[src/rtl/io_bus_sequencer.sv]
// Sequences one CPU load/store onto the 3-to-8 chip-select decoder pins
// through SETUP, STROBE and HOLD phases; every output is a registered decode of the next state.
module io_bus_sequencer #(
    parameter logic [31:0] IO_BASE     = 32'hFFFF_0000,
    parameter logic [31:0] IO_MASK     = 32'hFFFF_0000,
    parameter int unsigned SEL_LSB     = 4,
    parameter int unsigned WAIT_CYCLES = 0,
    parameter int unsigned HOLD_CYCLES = 1
) (
    input  logic        clk,
    input  logic        rst_n,
    input  logic        req,
    input  logic        we,
    input  logic [31:0] addr,
    input  logic [31:0] wdata,
    output logic        busy,
    output logic        ready,
    output logic        err,
    output logic [31:0] rdata,
    output logic [2:0]  dec_a,
    output logic        dec_g1,
    output logic        dec_g2a_n,
    output logic        dec_g2b_n,
    output logic        io_we_n,
    output logic        io_oe_n,
    output logic [31:0] io_wdata,
    input  logic [31:0] io_rdata
);

    typedef enum logic [2:0] {IDLE, SETUP, STROBE, HOLD, DONE} state_t;

    localparam logic [3:0] WAIT_LAST = 4'(WAIT_CYCLES);
    localparam logic [3:0] HOLD_LAST = 4'((HOLD_CYCLES == 0) ? 0 : HOLD_CYCLES - 1);

    state_t      state, state_nx;
    logic [2:0]  sel, sel_nx;
    logic        we_q, we_nx;
    logic        miss, miss_nx;
    logic [3:0]  cnt, cnt_nx;
    logic [31:0] rdata_nx;
    logic [31:0] io_wdata_nx;
    logic        hit;
    logic        active_nx;
    logic        strobe_nx;

    assign hit = ((addr & IO_MASK) == IO_BASE);

    always_comb begin
        state_nx    = state;
        sel_nx      = sel;
        we_nx       = we_q;
        miss_nx     = miss;
        cnt_nx      = cnt;
        rdata_nx    = rdata;
        io_wdata_nx = io_wdata;
        case (state)
            IDLE: begin
                if (req) begin
                    sel_nx = addr[SEL_LSB+2:SEL_LSB];
                    we_nx  = we;
                    cnt_nx = 4'd0;
                    if (hit) begin
                        miss_nx     = 1'b0;
                        io_wdata_nx = wdata;
                        state_nx    = SETUP;
                    end else begin
                        miss_nx  = 1'b1;
                        state_nx = DONE;
                    end
                end
            end
            SETUP: begin
                cnt_nx   = 4'd0;
                state_nx = STROBE;
            end
            STROBE: begin
                // Read data is taken from the device while the strobe is still asserted.
                if (cnt == WAIT_LAST) begin
                    if (!we_q) rdata_nx = io_rdata;
                    cnt_nx   = 4'd0;
                    state_nx = (HOLD_CYCLES == 0) ? DONE : HOLD;
                end else begin
                    cnt_nx = cnt + 4'd1;
                end
            end
            HOLD: begin
                if (cnt == HOLD_LAST) state_nx = DONE;
                else cnt_nx = cnt + 4'd1;
            end
            DONE: state_nx = IDLE;
            default: state_nx = IDLE;
        endcase
    end

    assign active_nx = (state_nx == SETUP) || (state_nx == STROBE) || (state_nx == HOLD);
    assign strobe_nx = (state_nx == STROBE);

    always_ff @(posedge clk) begin
        if (!rst_n) begin
            state     <= IDLE;
            sel       <= 3'd0;
            we_q      <= 1'b0;
            miss      <= 1'b0;
            cnt       <= 4'd0;
            busy      <= 1'b0;
            ready     <= 1'b0;
            err       <= 1'b0;
            rdata     <= 32'd0;
            dec_a     <= 3'd0;
            dec_g1    <= 1'b0;
            dec_g2a_n <= 1'b1;
            dec_g2b_n <= 1'b1;
            io_we_n   <= 1'b1;
            io_oe_n   <= 1'b1;
            io_wdata  <= 32'd0;
        end else begin
            state     <= state_nx;
            sel       <= sel_nx;
            we_q      <= we_nx;
            miss      <= miss_nx;
            cnt       <= cnt_nx;
            busy      <= (state_nx != IDLE);
            ready     <= (state_nx == DONE);
            err       <= (state_nx == DONE) && miss_nx;
            rdata     <= rdata_nx;
            dec_a     <= active_nx ? sel_nx : 3'd0;
            dec_g1    <= strobe_nx;
            dec_g2a_n <= !strobe_nx;
            dec_g2b_n <= !strobe_nx;
            io_we_n   <= !(strobe_nx && we_nx);
            io_oe_n   <= !(strobe_nx && !we_nx);
            io_wdata  <= io_wdata_nx;
        end
    end

endmodule

[config.mk]
export PLATFORM = sky130hd
export DESIGN_NAME = io_bus_sequencer
export DESIGN_NICKNAME = d
export VERILOG_FILES = /design/src/rtl/io_bus_sequencer.sv
export SDC_FILE = /design/constraint.sdc
export NUM_CORES = 1
export LEC_CHECK = 0
export BUFFER_PORTS_ARGS = -buffer_cell sky130_fd_sc_hd__buf_4
export CORE_MARGIN = 2
export CORE_UTILIZATION = 45
export CTS_CLUSTER_DIAMETER = 40
export CTS_CLUSTER_SIZE = 12
export DETAILED_ROUTE_END_ITERATION = 6
export PLACE_DENSITY_LB_ADDON = 0.05
export SYNTH_ARGS = -nofsm -noshare
export SYNTH_HDL_FRONTEND = slang
export SYNTH_SLANG_ARGS = --single-unit
[constraint.sdc]
create_clock -name clk -period 3.03 [get_ports clk]
set_input_delay 0.303 -clock clk [delete_from_list [all_inputs] [get_ports clk]]
set_output_delay 0.303 -clock clk [all_outputs]
set_load 0.01 [all_outputs]
==> summary by stage, run 1 <==
Placed design
Once placement completed, the tool counted placed cells totaling 607. The placed wire-length estimate after detailed placement is 5.70 mm. Routability-driven placement finished with a final weighted congestion of 0.752. The number of port buffers is 161. Summing all placed instances gives a cell area of 4590 um^2.

Floorplan
The core region is 7250 um^2. The floorplan has 31 rows. The die outline area is 8210 um^2. 175 I/O pins were placed.

The initial utilization of the core area, before any placement, comes to 46.5%. The horizontal extent of the die is 90.6 um. The die is 90.6 um tall.

Global routing
The pin count of the biggest net entering global routing is 61. The via count of the first global-routing pass came to 2879. The first-pass GRT wire length is 12.7 mm. For this run, the total global-route usage over all layers was measured as 19.2%. For this run the aggregate overflow at the end of global routing stands at 0. The initial antenna violation count is 0.

Final layout
Cells fill 66.1% of the core in the end. The most common cell after layout, fill and taps aside is buf_4. The share of layout cells above drive strength 1 is 35.3%. The final standard cell area without fillers is 4790 um^2. The final cell count without fillers is 623. For this run, the post-layout net count is 621. The count of inserted antenna diode cells is 0.

The area overhead of the layout relative to synthesis is 41.9%. The library cells used most frequently in the layout, excluding fill and tap cells, are buf_4, nand2_1, dfxtp_1.

Detailed routing
In the final routed layout, each cell accounts on average for 12.8 um. The number of DRC markers in iteration 0 is 54. The via density per instance is 4.75. The total iterations of the first detailed-routing run is 4. Across all layers, the routed design uses 2957 vias. The residual DRC count is 0.

The remaining antenna violation count is 0. The final wirelength is 7.99 mm.

Setup path
The element type at the critical path end is a flip-flop. The classification of the worst setup path is reg2reg. Along the worst path, the maximum fanout reaches 32. STA puts the critical path data arrival time at 2.33 ns. The largest stage delay on the critical path is 0.71 ns.

STA classifies the critical path startpoint as a flip-flop. The worst endpoint required time is 3.27 ns. On the critical path, the stage with the largest delay is an instance of or4_4.

Walking the worst path, the cells encountered are inv_1 > ha_1 > or3b_1 > or4_4 > nand2_1 > a21boi_1.

Synthesis
After synthesis, the netlist uses 33 different library cells. In the synthesized netlist the dominant register cell turns out to be dfxtp_1. The number of enable-type register cells in the synthesized netlist is 0.

The sequential cell area fraction in the yosys report is 51.0%. Counting every net in the synthesized netlist gives 472. Counting every instance in the synthesized netlist gives 370.

The netlist area before placement is 3380 um^2. Of all flip-flops after synthesis, the portion carrying an async set or reset was 0%. A synthesized cell averages 9.12 um^2. After synthesis the netlist holds a flip-flop and latch count of 86. The Yosys warning count is 0.

Clock tree
In this run, CTS created clock tree buffers numbering 9. In this run the clock root is driven by a clkbuf_8. The number of clock sinks is 86. The clock network latency to the later pin of the worst-skew pair is 0.35 ns. The clock input transition at the sequential cells of the worst setup and hold paths is 0.09 ns. The number of gates resized after CTS was 0. After clock tree synthesis, the setup repair step added 0 buffers.

For this design, the CTS-stage hold fixing added 0 buffers. In this run the number of H-tree levels came out at 3. TritonCTS built the clock tree. The maximum root-to-sink buffer count is 2.

Timing
The smallest clock period supported by the final layout is computed as 2.09 ns. Timing would allow up to 479 MHz. The worst setup skew after layout is 0.00629 ns. The final number of hold-violating endpoints came to 0.

The final-report max-slew violation count was 0. Setup repair after global routing left no endpoint under its margin. Setup violations remaining at the end of the flow were counted as 0. The slew at the pin closest to its max-slew limit is 0.616 ns.

The tightest slew margin relative to the limit is 58.5%. The final sum of negative setup slack is 0 ns. The final critical path takes up 68.9% of the cycle.

Power
Power spread over the standard cell area amounts to 440 nW/um^2. The peak ir drop on the vdd network is 0.323 mV. The overall power is 2.11 mW. The reported leakage power is 2.04 nW.

Worst hold path
The worst hold path belongs to the class in2reg.

Status
The flow ran to the end, and the final reports show no timing, DRC or antenna violations.

Flow run
The max-capacitance violation count is 0.
[per-stage QoR]
step	hold WS (ns)	worst slack (ns)
2_1_floorplan	0.438	1.10
3_3_place_gp	0.441	0.888
3_5_place_dp	0.447	0.869
4_1_cts	0.175	0.942
5_1_grt	0.180	0.856
6_report	0.192	0.941
[final timing paths]
kind                            slack (ns)  cells past startpoint         to         start
worst max-delay path                  0.94                      6  rdata[20]        cnt[0]
worst min-delay path                  0.19                      3  rdata[24]  io_rdata[24]
worst max register to register        0.94                      6  rdata[20]        cnt[0]
worst min register to register        0.46                      2   rdata[8]      rdata[8]
[layer usage]
metal | part of all wire (%) | wire length, um | track usage (%)
met2 | 49 | 3880 | 33.0
met3 | 9.2 | 735 | 6.93
met4 | 1.4 | 108 | 7.31
met5 | 0 | 0 | 0
met1 | 41 | 3270 | 21.6
[synth_stat cells, types with 2 or more instances]
library cell / instances / area [um^2]
a21boi_0: 5 / 37.5
nand2_1: 130 / 488
mux2i_1: 37 / 370
clkbuf_1: 12 / 45.0
o21a_1: 2 / 15.0
nand4_1: 4 / 25.0
buf_2: 6 / 30.0
o21ai_0: 2 / 10.0
nor2b_1: 7 / 43.8
a211oi_1: 3 / 22.5
buf_6: 4 / 45.0
buf_4: 5 / 37.5
ha_1: 2 / 25.0
dfxtp_1: 86 / 1720
a21boi_1: 30 / 225
nand2b_1: 4 / 25.0
inv_1: 4 / 15.0
xnor2_1: 3 / 26.3
nor2_1: 10 / 37.5
[where the power goes]
part | leakage, nW | internal (mW) | switching (mW)
logic | 1.25 | 0.100 | 0.0574
registers | 0.695 | 1.14 | 0.00632
clock network | 0.0955 | 0.404 | 0.402
total | 2.04 | 1.64 | 0.466
[cell type report]
| cell class | instances | area [um^2] |
|---|---|---|
| sequential | 86 | 1720 |
| multi-input combinational | 253 | 1490 |
| tap | 99 | 124 |
| inverter | 4 | 15.0 |
| timing repair buffer | 165 | 1240 |
| fill | 643 | 2460 |
| clock inverter | 5 | 58.8 |
| clock buffer | 11 | 141 |
[cells by family after synthesis]
logic type,share of synthesized area [%]
adders and majority gates,0.741
muxes,11.0
buffers and inverters,5.11
and+or+nand+nor,21.3
xor gates and xnor gates,1.04
AOI/OAI and AO/OA,9.82
DFF,51.0
[state kept, by name, summed over array words and instances (netlist names)]
| name | count |
|---|---|
| io_wdata | 32 |
| rdata | 32 |
| cnt | 4 |
| dec_a | 3 |
| sel | 3 |
| state | 3 |
| busy | 1 |
| dec_g1 | 1 |
| dec_g2b_n | 1 |
| err | 1 |
| io_oe_n | 1 |
| io_we_n | 1 |
| miss | 1 |
| ready | 1 |
| we_q | 1 |
[worst max-delay path: cells and delay by family, from the launching register on]
family                     cells  cell delay [ns]
adders and majority gates      1             0.16
and+or+nand+nor                3             1.33
DFF                            1             0.35
AOI/OAI and AO/OA              1             0.07
buffers and inverters          1             0.07
Power figures use the tool's default switching activity.
==> run 2, diff against run 1 <==
- ABC_AREA: not set -> 1
- CORE_UTILIZATION: 45 -> 44
- clock period: 3.03 -> 2.1 ns (I/O delays scaled with it)
==> summary by stage, run 2 <==
Status
The run finished with clean final reports.

Global routing
The via count of the first global-routing pass came to 2692. The remaining global-route overflow is 0. The initial antenna violation count is 0. The first-pass GRT wire length is 11.5 mm. The overall track demand over capacity in global routing is 18.5%. Entering global routing, the biggest net connects 61 pins.

Timing
On the final layout, the worst clock skew is 0.0146 ns. The final-report max-slew violation count is 0. Adding up every negative setup slack in the final design gives 0 ns. At the pin with the least slew margin, the transition time is 0.542 ns. The share of the clock period used by the worst path after layout is 76.7%. Setup repair after global routing left no endpoint under its margin.

The post-layout minimum cycle time is 1.61 ns. Static timing analysis puts the maximum clock frequency at 621 MHz. Setup violations remaining at the end of the flow were counted as 0. In this run the tightest slew margin relative to its limit is 63.8%.

Hold timing on the final database bottoms out at a slack of 0.0766 ns. The final number of hold-violating endpoints was 0.

Final layout
The largest registers in the layout are io_wdata (32), rdata (32), cnt (4). In the layout the commonest cells are buf_4, nor2_1, dfxtp_1. The post-layout net count is 674. The area growth from synthesis to layout is 46.1%.

The share of layout cells above drive strength 1 is 33.3%. The most common cell after layout, fill and taps aside is buf_4. After routing the design area is 4670 um^2. 0 antenna diodes ended up in the layout.

Placed design
The congestion estimate from routability-driven global placement came to 0.821. Buffers placed on the I/O ports in this run total 161. The placed instances occupy a cell area of 4450 um^2.

The placed wire-length estimate after detailed placement is 5.51 mm.

Synthesis
The dominant cell type by area after synthesis is dfxtp_1. The number of flip-flops and latches in the synthesized netlist is 86. Ranked by instance count, the synthesized netlist is headed by nor2_1, dfxtp_1, o21ai_0. Of the total synthesized cell area, the portion taken by XOR and XNOR cells is 0.548%.

The share of synthesized flip-flops with an asynchronous set or reset is 0%. Multiplexer cells account for 0.940% of the synthesized area. The adder-cell area share of the yosys netlist is 0.783%. The synthesized netlist devotes 26.8% of its cell area to simple gates. By area the synthesized netlist is led by dfxtp_1, nor2_1, o21ai_0. The sequential cell area fraction in the yosys report is 53.9%.

Among all cell types in the netlist, the one instantiated most often is nor2_1. The mean area per synthesized cell is 7.66 um^2. The cell count after synthesis came out at 417. The main combinational cell family by area after synthesis is simple AND/OR/NAND/NOR gates.

The most used flip-flop cell after synthesis is dfxtp_1. The number of enable-type register cells in the synthesized netlist is 0. For this run, the number of Yosys warnings is 0. Summed over its instances, the top area cell type makes up 53.9% of the synthesized netlist area. The number of distinct standard cells referenced by the synthesized netlist is 27.

The number of nets in the synthesized netlist is 519. The netlist area before placement is 3200 um^2. The synthesized-area fraction occupied by ao, oa, aoi and oai cells is 11.4%.

Detailed routing
The via count of the routed design is 3110. The remaining antenna violation count is 0. The final wirelength is 7.85 mm.

The via density per instance is 4.60. After detailed routing, the average wire length per cell comes to 11.6 um. After detailed routing, the number of remaining DRC violations is 0.

The total iterations of the first detailed-routing run is 4. After the first detailed-routing iteration, the DRC count stood at 138.

Power
The internal power is 2.40 mW. The switching power share of the total is 22.3%. The clock group share of total power is 39.4%.

The net load switching power is 0.691 mW. The register share of total power is 53.3%. The reported leakage power is 2.28 nW. Of the total power, combinational logic draws 7.2%. Power spread over the standard cell area amounts to 662 nW/um^2. Across the VDD grid, the largest voltage drop is 0.420 mV. The design draws 3.09 mW.

Floorplan
During I/O placement, the number of pins put on the boundary was 175. The horizontal extent of the die is 89.2 um. The initialized floorplan defines 31 standard-cell rows.

The die is 89.2 um tall. The placeable core region is 7140 um^2. Once the floorplan was initialized, standard cells occupied 44.8% of the core. The die covers 7960 um^2.

Setup path
The worst setup path is launched from a flip-flop. The worst setup path is captured at a flip-flop. STA puts the critical path data required time at 2.38 ns. The biggest fanout along the worst timing path is 32.

The classification of the worst setup path is reg2reg. At the worst endpoint, the arrival time is 1.89 ns.

Clock tree
Buffers inserted to repair hold after CTS numbered 0. The number of gates given a new drive strength after cts is 0. For the worst-skew pair, the clock arrives at the later sink with an insertion delay of 0.35 ns.

The H-tree generated during clock tree synthesis spans 3 levels. After clock tree synthesis, the clock-pin slew on the worst setup and hold paths is 0.09 ns. TritonCTS created 9 clock buffers. CTS saw 86 sinks.

The maximum root-to-sink buffer count is 2. The tree is rooted in a clkbuf_8. TritonCTS built the clock tree. The buffers inserted during post-CTS setup optimization is 0.

Flow run
The max-capacitance violation count is 0.

Worst hold path
The path class of the tightest hold or removal check is in2reg.
==> run 2: changes by cell type after synthesis, sizes merged, moves of 3 or more <==
cell / change
nor2: +146
nand2: -87
o21ai: +68
a21boi: -35
mux2i: -34
inv: +13
nand3: +7
nor2b: -7
buf: -5
nand2b: -4
a211oi: -3
==> run 2: layout make-up <==
type                    count  area, um^2
well taps                  99         124
multi-input cells         293        1290
fillers                   671        2470
clock buffers              11         151
flip-flops and latches     86        1720
repair buffers            165        1250
inverters                  17        63.8
clock inverters             5        63.8
==> run 2: logic make-up after synthesis <==
logic type | count (synthesis)
compound gates | 73
xor+xnor | 2
fa+ha+maj | 2
buf+inv | 38
flops | 86
mux | 3
simple gates | 213
==> run 2: per-stage QoR <==
stage                     worst slack [ns]  utilization (%)  instances
after floorplan                      0.736                -        417
after global routing                 0.327             65.4        676
final                                0.489             65.4        676
after CTS                            0.475             65.4        676
after detailed placement             0.500             62.4        660
after global placement               0.551             62.4        660
==> run 2: power groups by stage <==
stage | clock [mW] | combinational, mW | sequential [mW]
5_1_grt | 1.32 | 0.246 | 1.65
3_3_place_gp | 0 | 0.220 | 1.69
4_1_cts | 1.26 | 0.224 | 1.65
2_1_floorplan | 0 | 0.0775 | 1.69
6_report | 1.22 | 0.223 | 1.65
3_5_place_dp | 0 | 0.223 | 1.69
==> run 2: layer usage <==
layer	part of all wire (%)	track usage (%)	wire length (um)
met1	43	22.3	3390
met2	46	30.1	3640
met3	8.7	6.28	682
met5	0	0	0
met4	1.8	8.01	140
==> run 2: path summary, 6_finish.rpt <==
| kind | depth (start not counted) | end | start | slack (ns) |
|---|---|---|---|---|
| setup / recovery | 7 | rdata[16] | cnt[0] | 0.49 |
| hold / removal | 3 | rdata[27] | io_rdata[27] | 0.08 |
| setup reg to reg | 7 | rdata[16] | cnt[0] | 0.49 |
| hold reg to reg | 2 | io_wdata[0] | io_wdata[0] | 0.49 |
==> run 2: critical path, cell delays in order, from the launching register on <==
cell and delay (ns):
dfxtp_1 0.39, inv_1 0.08, ha_1 0.24, nand2_2 0.14
nor3_4 0.06, inv_2 0.40, nor2_1 0.09, nor2_1 0.13
==> run 3, diff against run 2 <==
- CORE_UTILIZATION: 44 -> 40
- clock period: 2.1 -> 1.4 ns (I/O delays scaled with it)
==> summary by stage, run 3 (synthesis results as in run 2) <==
Clock tree
The number of levels in the clock H-tree is 3. The clock input transition at the sequential cells of the worst setup and hold paths is 0.09 ns. Counting the buffers created by CTS gives 9. The clock network latency to the later pin of the worst-skew pair is 0.35 ns.

The root buffer cell chosen for the clock tree is clkbuf_8. The maximum root-to-sink buffer count is 2. The clock tree from TritonCTS is built. The number of clock sinks is 86.

Placed design
Prior to clock tree synthesis, the placed netlist has a worst setup slack of -0.150 ns. The final weighted congestion in routability-driven placement is 0.778. The number of port buffers is 161. The number of placed instances with taps included is 676. The placed wire-length estimate after detailed placement is 5.83 mm.

Status
The checks that failed: setup timing. The flow ran to the end, but the final reports show violations.

Setup path
Along the worst path, the maximum fanout reaches 16. For the worst setup path, the data arrival time is 1.67 ns. The critical path in this run is classified as reg2reg. The element type at the critical path end is a flip-flop. The startpoint type of the worst setup path is a flip-flop.

In this run the critical register-to-register path is launched from cnt[1]. STA puts the critical path data required time at 1.65 ns. The most critical setup path has its startpoint at cnt[1].

Power
The peak ir drop on the vdd network is 0.482 mV. The register share of total power is 52.1%. The net load switching power is 1.07 mW. The internal power is 3.68 mW. The switching power share of the total is 22.6%. The clock group share of total power is 38.6%. The part of the power in combinational logic is 9.3%.

The reported leakage power is 2.52 nW. The ratio of total power to cell area is 906 nW/um^2.

Worst hold path
In this run the worst hold path is classified as in2reg. The worst hold path begins at io_rdata[3].

Timing
The share of the clock period used by the worst path after layout is 101%. The worst pin sits at a relative slew slack of 78.2%. The highest clock rate is 704 MHz. Setup repair after global routing could not meet its margin everywhere.

The final-report max-slew violation count came to 0. Setup violations remaining at the end of the flow were counted as 9. Setup slack on the critical path of the routed design comes to -0.0197 ns. The worst path in the final design needs a cycle of 1.42 ns, including I/O delays and setup. For the pin with the worst max-slew slack, the measured transition is 0.328 ns. Between clock sinks in the finished design, the worst skew comes to 0.0127 ns. The final number of hold-violating endpoints was 0.

Detailed routing
The remaining antenna violation count is 0. The final wirelength is 8.82 mm. For this block, the initial DRC count from the detailed router was 108. Before antenna repair, the detailed router went through 4 iterations.

The detailed router placed 3313 vias in this run. In the routed design, unresolved DRC markers number 0. The average wire per standard cell is 12.2 um. After detailed routing, the number of vias per cell comes to 4.58.

Global routing
The via count of the first global-routing pass is 3066. Across every metal layer, demand over resource in global routing totals 20.0%. The first-pass GRT wire length is 13.8 mm.

For this run the aggregate overflow at the end of global routing stands at 0. The pin count of the biggest net entering global routing is 35. The initial antenna violation count is 0.

Flow run
The tool flagged a number of max-cap violations equal to 0.

Floorplan
The number of core rows is 32. The die outline area is 8720 um^2. The height of the die is 93.4 um.

The die is 93.4 um wide. The placeable core region is 7730 um^2. The initial core utilization is 41.4%. In this run the count of I/O pins placed on the die edge is 175.

Final layout
The count of fill cells added during filler insertion is 646. In the layout the commonest cells are buf_4, nor2_1, dfxtp_1. The largest registers in the layout are io_wdata (32), rdata (32), cnt (4).

The count of inserted antenna diode cells is 0. The post-route netlist has 38.8% of its cells at a drive strength greater than 1. The finished layout holds 723 standard cells, fillers aside. The area overhead of the layout relative to synthesis is 64.3%. The library cell used most frequently in the layout, excluding fill and tap cells, is buf_4.

The final layout contains 718 nets.
[run 3: what timing repair did]
action	4_1_cts	5_1_grt
setup buffers	2	2
hold endpoints to repair	25	0
pin swaps	2	8
setup endpoints to repair	38	75
resized for setup	13	40
cloned	1	1
hold buffers	25	0
[run 3: final timing paths]
check                                   end  slack [ns]  cells after the start
worst max-delay path              rdata[22]       -0.02                      8
worst min-delay path               rdata[3]        0.02                      3
worst max register to register    rdata[22]       -0.02                      8
worst min register to register  io_wdata[8]        0.49                      2
[run 3: power groups by stage]
stage / Combinational [mW] / Clock, mW / Sequential [mW]
final: 0.442 / 1.84 / 2.47
after global placement: 0.354 / 0 / 2.53
after CTS: 0.421 / 1.91 / 2.47
after floorplan: 0.116 / 0 / 2.53
after detailed placement: 0.359 / 0 / 2.53
after global routing: 0.484 / 2.00 / 2.48
[run 3: final cells by class]
cell class,count,area [um^2],share of cell area (%)
timing repair buffer,209,1730,33.0
sequential,86,1730,32.9
multi-input combinational,293,1380,26.3
clock buffer,11,151,2.88
tap,102,128,2.43
inverter,17,66.3,1.26
clock inverter,5,65.1,1.24
[run 3: routing by layer]
metal | wire length [um] | vias up | global-route usage [%]
li1 | - | 1717 | -
met1 | 3670 | 1458 | 24.2
met2 | 4210 | 123 | 33.2
met3 | 771 | 15 | 5.40
met4 | 163 | 0 | 8.82
met5 | 0 | - | 0
[run 3: critical path, stage by stage, from the launching register on]
cell and delay [ns]:
dfxtp_2 0.33, inv_2 0.07, ha_4 0.16, nand2_4 0.07
nor3_4 0.24, inv_2 0.11, buf_16 0.17, nor2_1 0.10
nor2_1 0.06
[run 3: through the flow]
stage / setup TNS (ns) / hold slack (ns) / cell area, um^2 / total power, mW / utilization [%]
2_1_floorplan: 0 / 0.275 / 3200 / 2.65 / -
3_3_place_gp: -1.65 / 0.361 / 4580 / 2.88 / 59.3
3_5_place_dp: -3.91 / 0.368 / 4580 / 2.89 / 59.3
4_1_cts: -0.00269 / 0.000140 / 5130 / 4.80 / 66.4
5_1_grt: -2.70 / 0.0207 / 5250 / 4.96 / 67.9
6_report: -0.0749 / 0.0176 / 5250 / 4.75 / 67.9
